## src/rtl/pipeline_sequencer_pkg.sv

```systemverilog
// Shared types for the frame-pipeline sequencer.
// state        | meaning
// ST_IDLE      | no frame in flight, waiting for run/single
// ST_WAIT_SYNC | selected stage waits for a vsync falling edge
// ST_START     | one-cycle start pulse to the selected stage
// ST_RUN       | stage busy; watch its done bit and the watchdog
// ST_ERROR     | watchdog expired; held until clear_err
package seq_pkg;

  typedef enum logic [2:0] {
    ST_IDLE      = 3'd0,
    ST_WAIT_SYNC = 3'd1,
    ST_START     = 3'd2,
    ST_RUN       = 3'd3,
    ST_ERROR     = 3'd4
  } seq_state_e;

  localparam int TMR_W = 24;

endpackage

```

## src/rtl/pipeline_sequencer_vsync.sv

```systemverilog
// Brings the active-low vertical sync into clk and flags its falling edge.
// The flops reset high so releasing reset never looks like a sync edge.
module vsync_edge_sync (
  input  logic i_clk,
  input  logic i_reset_n,
  input  logic i_sync_n,
  output logic o_fall
);

  logic r_s1;
  logic r_s2;
  logic r_s3;

  always_ff @(posedge i_clk or negedge i_reset_n) begin
    if (!i_reset_n) begin
      r_s1 <= 1'b1;
      r_s2 <= 1'b1;
      r_s3 <= 1'b1;
    end else begin
      r_s1 <= i_sync_n;
      r_s2 <= r_s1;
      r_s3 <= r_s2;
    end
  end

  assign o_fall = r_s3 & ~r_s2;

endmodule

```

## src/rtl/pipeline_sequencer.sv

```systemverilog
// Frame-pipeline sequencer: walks the enabled stages through start/done handshakes
// with optional vsync gating per stage, a run watchdog and a frame counter.
module pipeline_sequencer
  import seq_pkg::*;
#(
  parameter int                    NUM_STAGES     = 4,
  parameter logic [NUM_STAGES-1:0] SYNC_MASK      = 4'b1000,
  parameter logic [TMR_W-1:0]      TIMEOUT_CYCLES = 24'd12_000_000,
  parameter int                    CNT_W          = 16
) (
  input  logic                          i_clk,
  input  logic                          i_reset_n,
  input  logic                          i_run,
  input  logic                          i_single,
  input  logic                          i_clear_err,
  input  logic [NUM_STAGES-1:0]         i_stage_enable,
  input  logic                          i_frame_sync,
  input  logic [NUM_STAGES-1:0]         i_stage_done,
  output logic [NUM_STAGES-1:0]         o_stage_start,
  output logic [$clog2(NUM_STAGES)-1:0] o_stage_idx,
  output logic [2:0]                    o_state,
  output logic                          o_busy,
  output logic                          o_frame_done,
  output logic [CNT_W-1:0]              o_frame_count,
  output logic                          o_timeout_err,
  output logic [$clog2(NUM_STAGES)-1:0] o_err_stage
);

  localparam int IDX_W = $clog2(NUM_STAGES);

  seq_state_e            r_state;
  logic [NUM_STAGES-1:0] r_enable;
  logic [NUM_STAGES-1:0] r_stage_start;
  logic [IDX_W-1:0]      r_idx;
  logic [IDX_W-1:0]      r_err_stage;
  logic [TMR_W-1:0]      r_timer;
  logic [CNT_W-1:0]      r_frame_count;
  logic                  r_frame_done;
  logic                  r_timeout_err;

  logic                  w_fall;
  logic [IDX_W:0]        w_first;
  logic [IDX_W:0]        w_after;
  logic                  w_done;
  logic                  w_timeout;
  logic                  w_go;
  logic [IDX_W-1:0]      w_go_idx;

  // {found, index} of the lowest set bit of mask at or above lo
  function automatic logic [IDX_W:0] find_next(input logic [NUM_STAGES-1:0] mask,
                                               input int lo);
    logic [IDX_W:0] res;
    res = '0;
    for (int i = NUM_STAGES - 1; i >= 0; i--) begin
      if (mask[i] && (i >= lo)) res = {1'b1, IDX_W'(i)};
    end
    return res;
  endfunction

  function automatic logic [NUM_STAGES-1:0] onehot(input logic [IDX_W-1:0] idx);
    logic [NUM_STAGES-1:0] v;
    v      = '0;
    v[idx] = 1'b1;
    return v;
  endfunction

  vsync_edge_sync u_vsync (
    .i_clk     (i_clk),
    .i_reset_n (i_reset_n),
    .i_sync_n  (i_frame_sync),
    .o_fall    (w_fall)
  );

  assign w_first   = find_next(i_stage_enable, 0);
  assign w_after   = find_next(r_enable, int'(r_idx) + 1);
  assign w_done    = i_stage_done[r_idx];
  assign w_timeout = (TIMEOUT_CYCLES != '0) && (r_timer >= TIMEOUT_CYCLES - 1'b1);

  // Launch, relaunch and stage-to-stage handoff all funnel through w_go
  always_comb begin
    w_go     = 1'b0;
    w_go_idx = w_first[IDX_W-1:0];
    case (r_state)
      ST_IDLE: w_go = (i_run || i_single) && w_first[IDX_W];
      ST_RUN: begin
        if (w_done) begin
          if (w_after[IDX_W]) begin
            w_go     = 1'b1;
            w_go_idx = w_after[IDX_W-1:0];
          end else begin
            w_go = i_run && w_first[IDX_W];
          end
        end
      end
      default: w_go = 1'b0;
    endcase
  end

  always_ff @(posedge i_clk or negedge i_reset_n) begin
    if (!i_reset_n) begin
      r_state       <= ST_IDLE;
      r_enable      <= '0;
      r_stage_start <= '0;
      r_idx         <= '0;
      r_err_stage   <= '0;
      r_timer       <= '0;
      r_frame_count <= '0;
      r_frame_done  <= 1'b0;
      r_timeout_err <= 1'b0;
    end else begin
      r_stage_start <= '0;
      r_frame_done  <= 1'b0;

      case (r_state)
        ST_IDLE: begin
          if (w_go) r_enable <= i_stage_enable;
        end
        ST_WAIT_SYNC: begin
          if (w_fall) begin
            r_state       <= ST_START;
            r_stage_start <= onehot(r_idx);
            r_timer       <= '0;
          end
        end
        ST_START: begin
          r_state <= ST_RUN;
          r_timer <= r_timer + 1'b1;
        end
        ST_RUN: begin
          if (w_done) begin
            if (!w_after[IDX_W]) begin
              r_frame_done  <= 1'b1;
              r_frame_count <= r_frame_count + 1'b1;
              if (i_run) r_enable <= i_stage_enable;
              if (!w_go) r_state <= ST_IDLE;
            end
          end else if (w_timeout) begin
            r_state       <= ST_ERROR;
            r_timeout_err <= 1'b1;
            r_err_stage   <= r_idx;
          end else begin
            r_timer <= r_timer + 1'b1;
          end
        end
        ST_ERROR: begin
          if (i_clear_err) begin
            r_state       <= ST_IDLE;
            r_timeout_err <= 1'b0;
          end
        end
        default: r_state <= ST_IDLE;
      endcase

      // Placed after the case so a new stage selection overrides its state update
      if (w_go) begin
        r_idx <= w_go_idx;
        if (SYNC_MASK[w_go_idx]) begin
          r_state <= ST_WAIT_SYNC;
        end else begin
          r_state       <= ST_START;
          r_stage_start <= onehot(w_go_idx);
          r_timer       <= '0;
        end
      end
    end
  end

  assign o_stage_start = r_stage_start;
  assign o_stage_idx   = r_idx;
  assign o_state       = r_state;
  assign o_busy        = (r_state != ST_IDLE) && (r_state != ST_ERROR);
  assign o_frame_done  = r_frame_done;
  assign o_frame_count = r_frame_count;
  assign o_timeout_err = r_timeout_err;
  assign o_err_stage   = r_err_stage;

endmodule

```

## config.mk

```make
export PLATFORM = sky130hd
export DESIGN_NAME = pipeline_sequencer
export DESIGN_NICKNAME = d
export VERILOG_FILES = /design/src/rtl/pipeline_sequencer_pkg.sv /design/src/rtl/pipeline_sequencer_vsync.sv /design/src/rtl/pipeline_sequencer.sv
export SDC_FILE = /design/constraint.sdc
export NUM_CORES = 1
export LEC_CHECK = 0
export CAP_MARGIN = 5
export CORE_ASPECT_RATIO = 1.25
export CORE_MARGIN = 2
export CORE_UTILIZATION = 56
export DETAILED_ROUTE_END_ITERATION = 7
export GPL_ROUTABILITY_DRIVEN = 1
export GPL_TIMING_DRIVEN = 0
export PLACE_DENSITY = 0.84
export SYNTH_ARGS = -nofsm -noshare
export SYNTH_HDL_FRONTEND = slang
export SYNTH_SLANG_ARGS = --single-unit
```

## constraint.sdc

```tcl
create_clock -name i_clk -period 2.57 [get_ports i_clk]
set_input_delay 0.514 -clock i_clk [delete_from_list [all_inputs] [get_ports i_clk]]
set_output_delay 0.514 -clock i_clk [all_outputs]
set_load 0.005 [all_outputs]
```

# Word-level counts from Yosys, hierarchy flattened
# Cells that the tools add are included.
[classes]
add_sub_neg = 3
magnitude_cmp = 9
n_eq_ne = 16
mux = 52
bitwise_logic = 4
n_reduce_logical = 19
[op_table]
columns = ["cell", "n"]
rows = [
  ["$mux 24", 5],
  ["$pmux 24 s3", 1],
  ["$mux 3", 14],
  ["$mux 4", 8],
  ["$add 24x1->24 const B", 1],
  ["$ge 24x24->1 const B", 1],
  ["$add 16x1->16 const B", 1],
  ["$pmux 3 s5", 1],
  ["$ne 2x2->1 const B", 7],
  ["$mux 1", 12],
  ["$reduce_and 5->1", 2],
  ["$logic_and 1x1->1", 9],
  ["$mux 2", 4],
  ["$ne 4x4->1 const B", 2],
  ["$pmux 4 s2", 1],
  ["$eq 3x2->1 const B", 2],
  ["$ge 1x3->1 const A", 2],
  ["$ge 2x3->1 const A", 2],
  ["$lt 2x3->1 const B", 2],
  ["$ne 3x3->1 const B", 2],
  ["$reduce_and 3->1", 2],
  ["$bmux 1 s2", 2],
  ["$demux 1 s2", 2],
  ["$ge 2x1->1 const B", 2],
  ["12 further kinds", 16],
]
[word_totals]
register_bits = 60
inputBits = 14
output_inout_bits = 30
wordCells = 115

# Logic depth before layout (Yosys ltp)
[logic_depth]
depth_word = 16
depth_mapped = 8
ltp_nobuf = 7

# By module
# Synthesis repeated with hierarchy kept, for this count alone.
[unflattened]
cells_unflattened = 330
hier_area_um2 = 3203.1
[by_module_without_submodules]
columns = ["module", "instances", "cells_each", "area_per_inst_um2", "seq_area_each_um2"]
rows = [
  ["pipeline_sequencer", 1, 326, 3110.5, 1401.3],
  ["vsync_edge_sync", 1, 4, 92.6, 78.8],
]

# Worst setup path after synthesis
# No wires, ideal clock.
[synth_path]
kind = "register to register"
from = "register r_idx[0] (netlist: o_stage_idx[0])"
to = "register r_timer[21]"
setup_ns = 0.104
t_arrival_ns = 2.183
t_required_ns = 2.466
path_slack_ns = 0.283
path_stages_with_launch = 8
path_buffers = 1
period_less_slack_ns = 2.287
path_cell_list = "dfrtp_1 buf_6 mux4_2 o21bai_4 a21o_4 a21oi_4 or4b_1 a221oi_1"
[synth_via]
elab_chain_cells = 14
word_cells_on_any_way = 27
classes_between = "1 x add/sub; 4 x order compare; 18 x mux; 4 x reduce/logical"
[synth_rtl]
columns = ["element", "line_no", "rtl"]
rows = [
  ["from (decl)", "pipeline_sequencer.sv:34", "logic [IDX_W-1:0] r_idx;"],
  ["from (signal assigned)", "pipeline_sequencer.sv:156", "r_idx <= w_go_idx;"],
  ["$add 2x1->3", "pipeline_sequencer.sv:75", "assign w_after = find_next(r_enable, int'(r_idx) + 1);"],
  ["$ge 2x3->1", "pipeline_sequencer.sv:55", "if (mask[i] && (i >= lo)) res = {1'b1, IDX_W'(i)};"],
  ["$logic_and 1x1->1", "pipeline_sequencer.sv:55", ""],
  ["$mux 3 (4 in a row)", "pipeline_sequencer.sv:55", ""],
  ["$mux 2", "pipeline_sequencer.sv:87", "if (w_after[IDX_W]) begin"],
  ["$mux 2", "pipeline_sequencer.sv:86", "if (w_done) begin"],
  ["$mux 2", "pipeline_sequencer.sv:83", "case (r_state)"],
  ["$bmux 1 s2", "pipeline_sequencer.sv:157", "if (SYNC_MASK[w_go_idx]) begin"],
  ["$mux 1 (not written as such)", "pipeline_sequencer.sv:157", ""],
  ["$mux 24", "pipeline_sequencer.sv:157", ""],
  ["$mux 24 (*)", "pipeline_sequencer.sv:155", "if (w_go) begin"],
  ["to (signal assigned)", "pipeline_sequencer.sv:127", "r_timer <= r_timer + 1'b1;"],
  ["to (signal assigned)", "pipeline_sequencer.sv:142", "r_timer <= r_timer + 1'b1;"],
  ["to (decl)", "pipeline_sequencer.sv:36", "logic [TMR_W-1:0] r_timer;"],
]
# Mark *: on every way between the ends. The rest lies on a longest branch, timed or not. The select of a mux whose other input is x is not followed.
# A chain may end at the register's enable or synchronous reset.

# Worst setup path after layout
[layout_path]
from = "input port i_stage_done[1]"
to = "register r_timer[21]"
[layout_via]
elab_chain_cells = 8
word_cells_on_any_way = 12
classes_between = "12 x mux"
[layout_rtl]
columns = ["element", "line_no", "rtl"]
rows = [
  ["from (decl)", "pipeline_sequencer.sv:18", "input logic [NUM_STAGES-1:0] i_stage_done,"],
  ["$bmux 1 s2 (*)", "pipeline_sequencer.sv:76", "assign w_done = i_stage_done[r_idx];"],
  ["$mux 1 (not written as such) (*)", "pipeline_sequencer.sv:76", ""],
  ["$mux 2", "pipeline_sequencer.sv:86", ""],
  ["$mux 2", "pipeline_sequencer.sv:83", ""],
  ["$bmux 1 s2", "pipeline_sequencer.sv:157", ""],
  ["$mux 1 (not written as such)", "pipeline_sequencer.sv:157", ""],
  ["$mux 24", "pipeline_sequencer.sv:157", ""],
  ["$mux 24 (*)", "pipeline_sequencer.sv:155", ""],
]
# Marked as above.

==> results.tsv <==
metric	value	unit
DRT Pass-1 Iters	5	
vias in the first global route	3276	
Die Y	92.05	um
final instance area	0.004368	sq mm
Core Area	0.006086	sq mm
Via Count	3448	
Hold Buf Count CTS	0	
Yosys top cell area share	40.35	%
fmax	387.6	MHz
CP Class	in2reg	
width of the die	74.44	um
Setup Skew	0.005506	ns
Die ar.	0.006852	sq mm
via/cell ratio	6.506	
Setup Slack @ Placement	-0.6063	ns
Tightest Pin Transition	0.7676	ns
syn_nets	395	
synth-to-layout area growth	25.76	%
crit path max fanout	5	
antenna diode count	0	
setup TNS	-0.01005	ns
layout cells sized above 1	15.73	%
RR Startpoint	o_stage_idx[0]	
initial antenna violation count	0	
TritonCTS clock tree	built	
CP Data Required Time	2.83	ns
drt initial violations	431	
Routed Antenna Nets	0	
reg2reg end	r_timer[21]	
clk slew on worst S/H paths	0.07	ns
FP Rows	32	
H-tree Lvls	3	
GRT Overall Usage	29.65	%
I/O pins	44	
CP Launch Type	input pin	
Critical Path AT	2.84	ns
Max clock buf depth	2	
CTS buffer count	9	
pin count of the biggest net entering global routing	34	
Total Power	4.701	mW
failing checks	negative setup slack	
Clock Sinks	59	
status	finished with violations	
path depth of the worst reg2reg path	7	
DP HPWL	6583	um
FILL cells	447	
port buffer count	43	
final setup fails	1	
Rel. slew slack	48.83	%
Final min period	2.580	ns
post-synth top area cell	dfrtp_1	
final setup margin	-0.01005	ns
critical path capture point type	flip-flop	
register area share after synthesis	42.62	%
Final nets	456	
Post-synth ARST share	100.0	%
IR drop worst, VDD	0.7064	mV
DRC	0	
Max-cap violations	0	
yosys warns	0	
GRT Residual Overflow	0	
ranking of synthesized cells by area	dfrtp_1, a21oi_1, nand2_1	
first-pass GRT wire length	15700	um
PwrDens	1076	mW/mm^2
number of synthesized flops with an enable pin	0	
clk root buf	clkbuf_8	
flop2flop setup slack	0.01	ns
synthesized area	0.003473	sq mm
Final Hold Fails	0	
Worst-Skew Late Latency	0.35	ns
RSZ-0062 raised after global routing	true	
final wirelength	9809	um
Gate Count Post-Synth	379	
gpl congestion	0.8812	
Slew Limit Fails	0	
Mean Syn Cell Area	9.164	sq um
Placed Cells	508	
Hold Path Class	in2async	
WL/cell	18.51	um
Starting Density	57.07	%
non-filler cells, final	530	
DP Area	0.004025	sq mm
Pleak	1.754	nW
Synth cell types	68	
top_reg_cell synth	dfrtp_1	
synthesized flop and latch total	59	
crit share post-route	100.4	%
## cells by family (layout without fill, tap and decap cells)
kind of cell | count (synthesis) | after routing | share of synthesized area (%)
and+or+nand+nor | 145 | 145 | 21.54
xor gates and xnor gates | 15 | 15 | 3.782
muxes | 10 | 10 | 3.530
DFF | 59 | 59 | 42.62
adders and majority gates | 2 | 2 | 0.7203
buffers and inverters | 29 | 95 | 3.494
AOI/OAI and AO/OA | 119 | 119 | 24.32
## metal layers
metal  share of wire, %  up-vias  global-route usage (%)
li1                   -     1545                       -
met1                 39     1638                   39.06
met2                 49      234                   46.17
met3                9.2       31                   5.385
met4                2.9        0                   15.03
met5                  0        -                       0
## critical path: stages
cell and delay, ns:
clkdlybuf4s50_1 0.41, mux4_2 0.54, o21bai_4 0.23, a21o_4 0.23
a21oi_4 0.19, or4b_4 0.48, a221oi_2 0.23
## worst max path at each step
stage	start	end	slack, ns
floorplan	i_stage_done[3]	r_timer[21]	0.28
global placement	i_reset_n	o_frame_count[7]	-0.83
detailed placement	i_stage_done[0]	r_timer[13]	-0.61
CTS	i_stage_done[3]	r_timer[6]	-0.002
global route	r_timer[1]	r_timer[16]	-0.06
finish	i_stage_done[1]	r_timer[21]	-0.01
## repair_timing
| item | in CTS | in global routing |
|---|---|---|
| endpoints found under the setup margin | 38 | 28 |
| buffers inserted | 0 | 7 |
| gates resized for setup | 9 | 18 |
| cloned | 0 | 0 |
| pin swaps | 1 | 8 |
## registers in the layout, summed over array words and instances (netlist names)
name,cells
o_frame_done,1
r_enable,3
o_frame_count,16
u_vsync.r_s1,1
o_state,3
r_timer,24
o_timeout_err,1
o_stage_start,4
u_vsync.r_s3,1
o_err_stage,2
o_stage_idx,2
u_vsync.r_s2,1
## per-stage QoR
step	hold WS, ns	utilization (%)
3_5_place_dp	0.3476	66.14
2_1_floorplan	0.2184	-
3_3_place_gp	0.3460	65.89
6_report	0.2348	71.77
5_1_grt	0.3185	71.77
4_1_cts	0.2599	69.70
## placed cells by master (no fill, tap or decap), types with 5 or more instances in the layout
cell type	n
buf_4	8
a21o_1	5
nor2_1	27
clkbuf_8	10
xnor2_1	10
nor3_1	9
and3_1	9
mux2_2	8
nand2_1	33
a211oi_1	5
nand4_1	5
clkbuf_1	11
a21oi_1	29
nor4_1	7
inv_1	11
clkdlybuf4s50_1	39
a31oi_1	7
o21ai_0	21
xor2_1	5
dfrtp_1	56
nand3_1	18
## Yosys cell counts, types with 3 or more instances
cell       n
mux2_2     8
and2_1     3
nor2b_1    4
nand3_1   18
nor4_1     8
a31oi_1    7
buf_2      4
dfrtp_1   56
a21o_1     5
or3_1      3
o41a_1     3
inv_1     11
dfstp_2    3
a311oi_1   3
o21ai_0   22
nand2b_1   4
o211ai_1   4
nor2_1    30
o32ai_1    3
a21oi_1   31
nor3_1    11
a22oi_1    4
and3_1     9
clkbuf_1  12
a211oi_1   5
xor2_1     5
nand4_1    5
and4_1     3
nand3b_1   3
a41oi_1    3
xnor2_1   10
nand2_1   34
## where the power goes
part	switching, mW	internal (mW)
logic	1.57	1.03
registers	0.184	1.13
clock network	0.414	0.373
total	2.16	2.54
## final cells by class
cell class / instances / area (sq um) / area share [%]
flip-flops and latches: 59 / 1480 / 33.89
repair buffers: 51 / 505.5 / 11.57
inverters: 11 / 41.29 / 0.9453
plain buffers: 17 / 83.83 / 1.919
well taps: 85 / 106.4 / 2.435
clock inverters: 6 / 41.29 / 0.9453
multi-input cells: 291 / 1972 / 45.14
clock buffers: 10 / 137.6 / 3.151
Note: power is estimated with default switching activity, not from simulation.
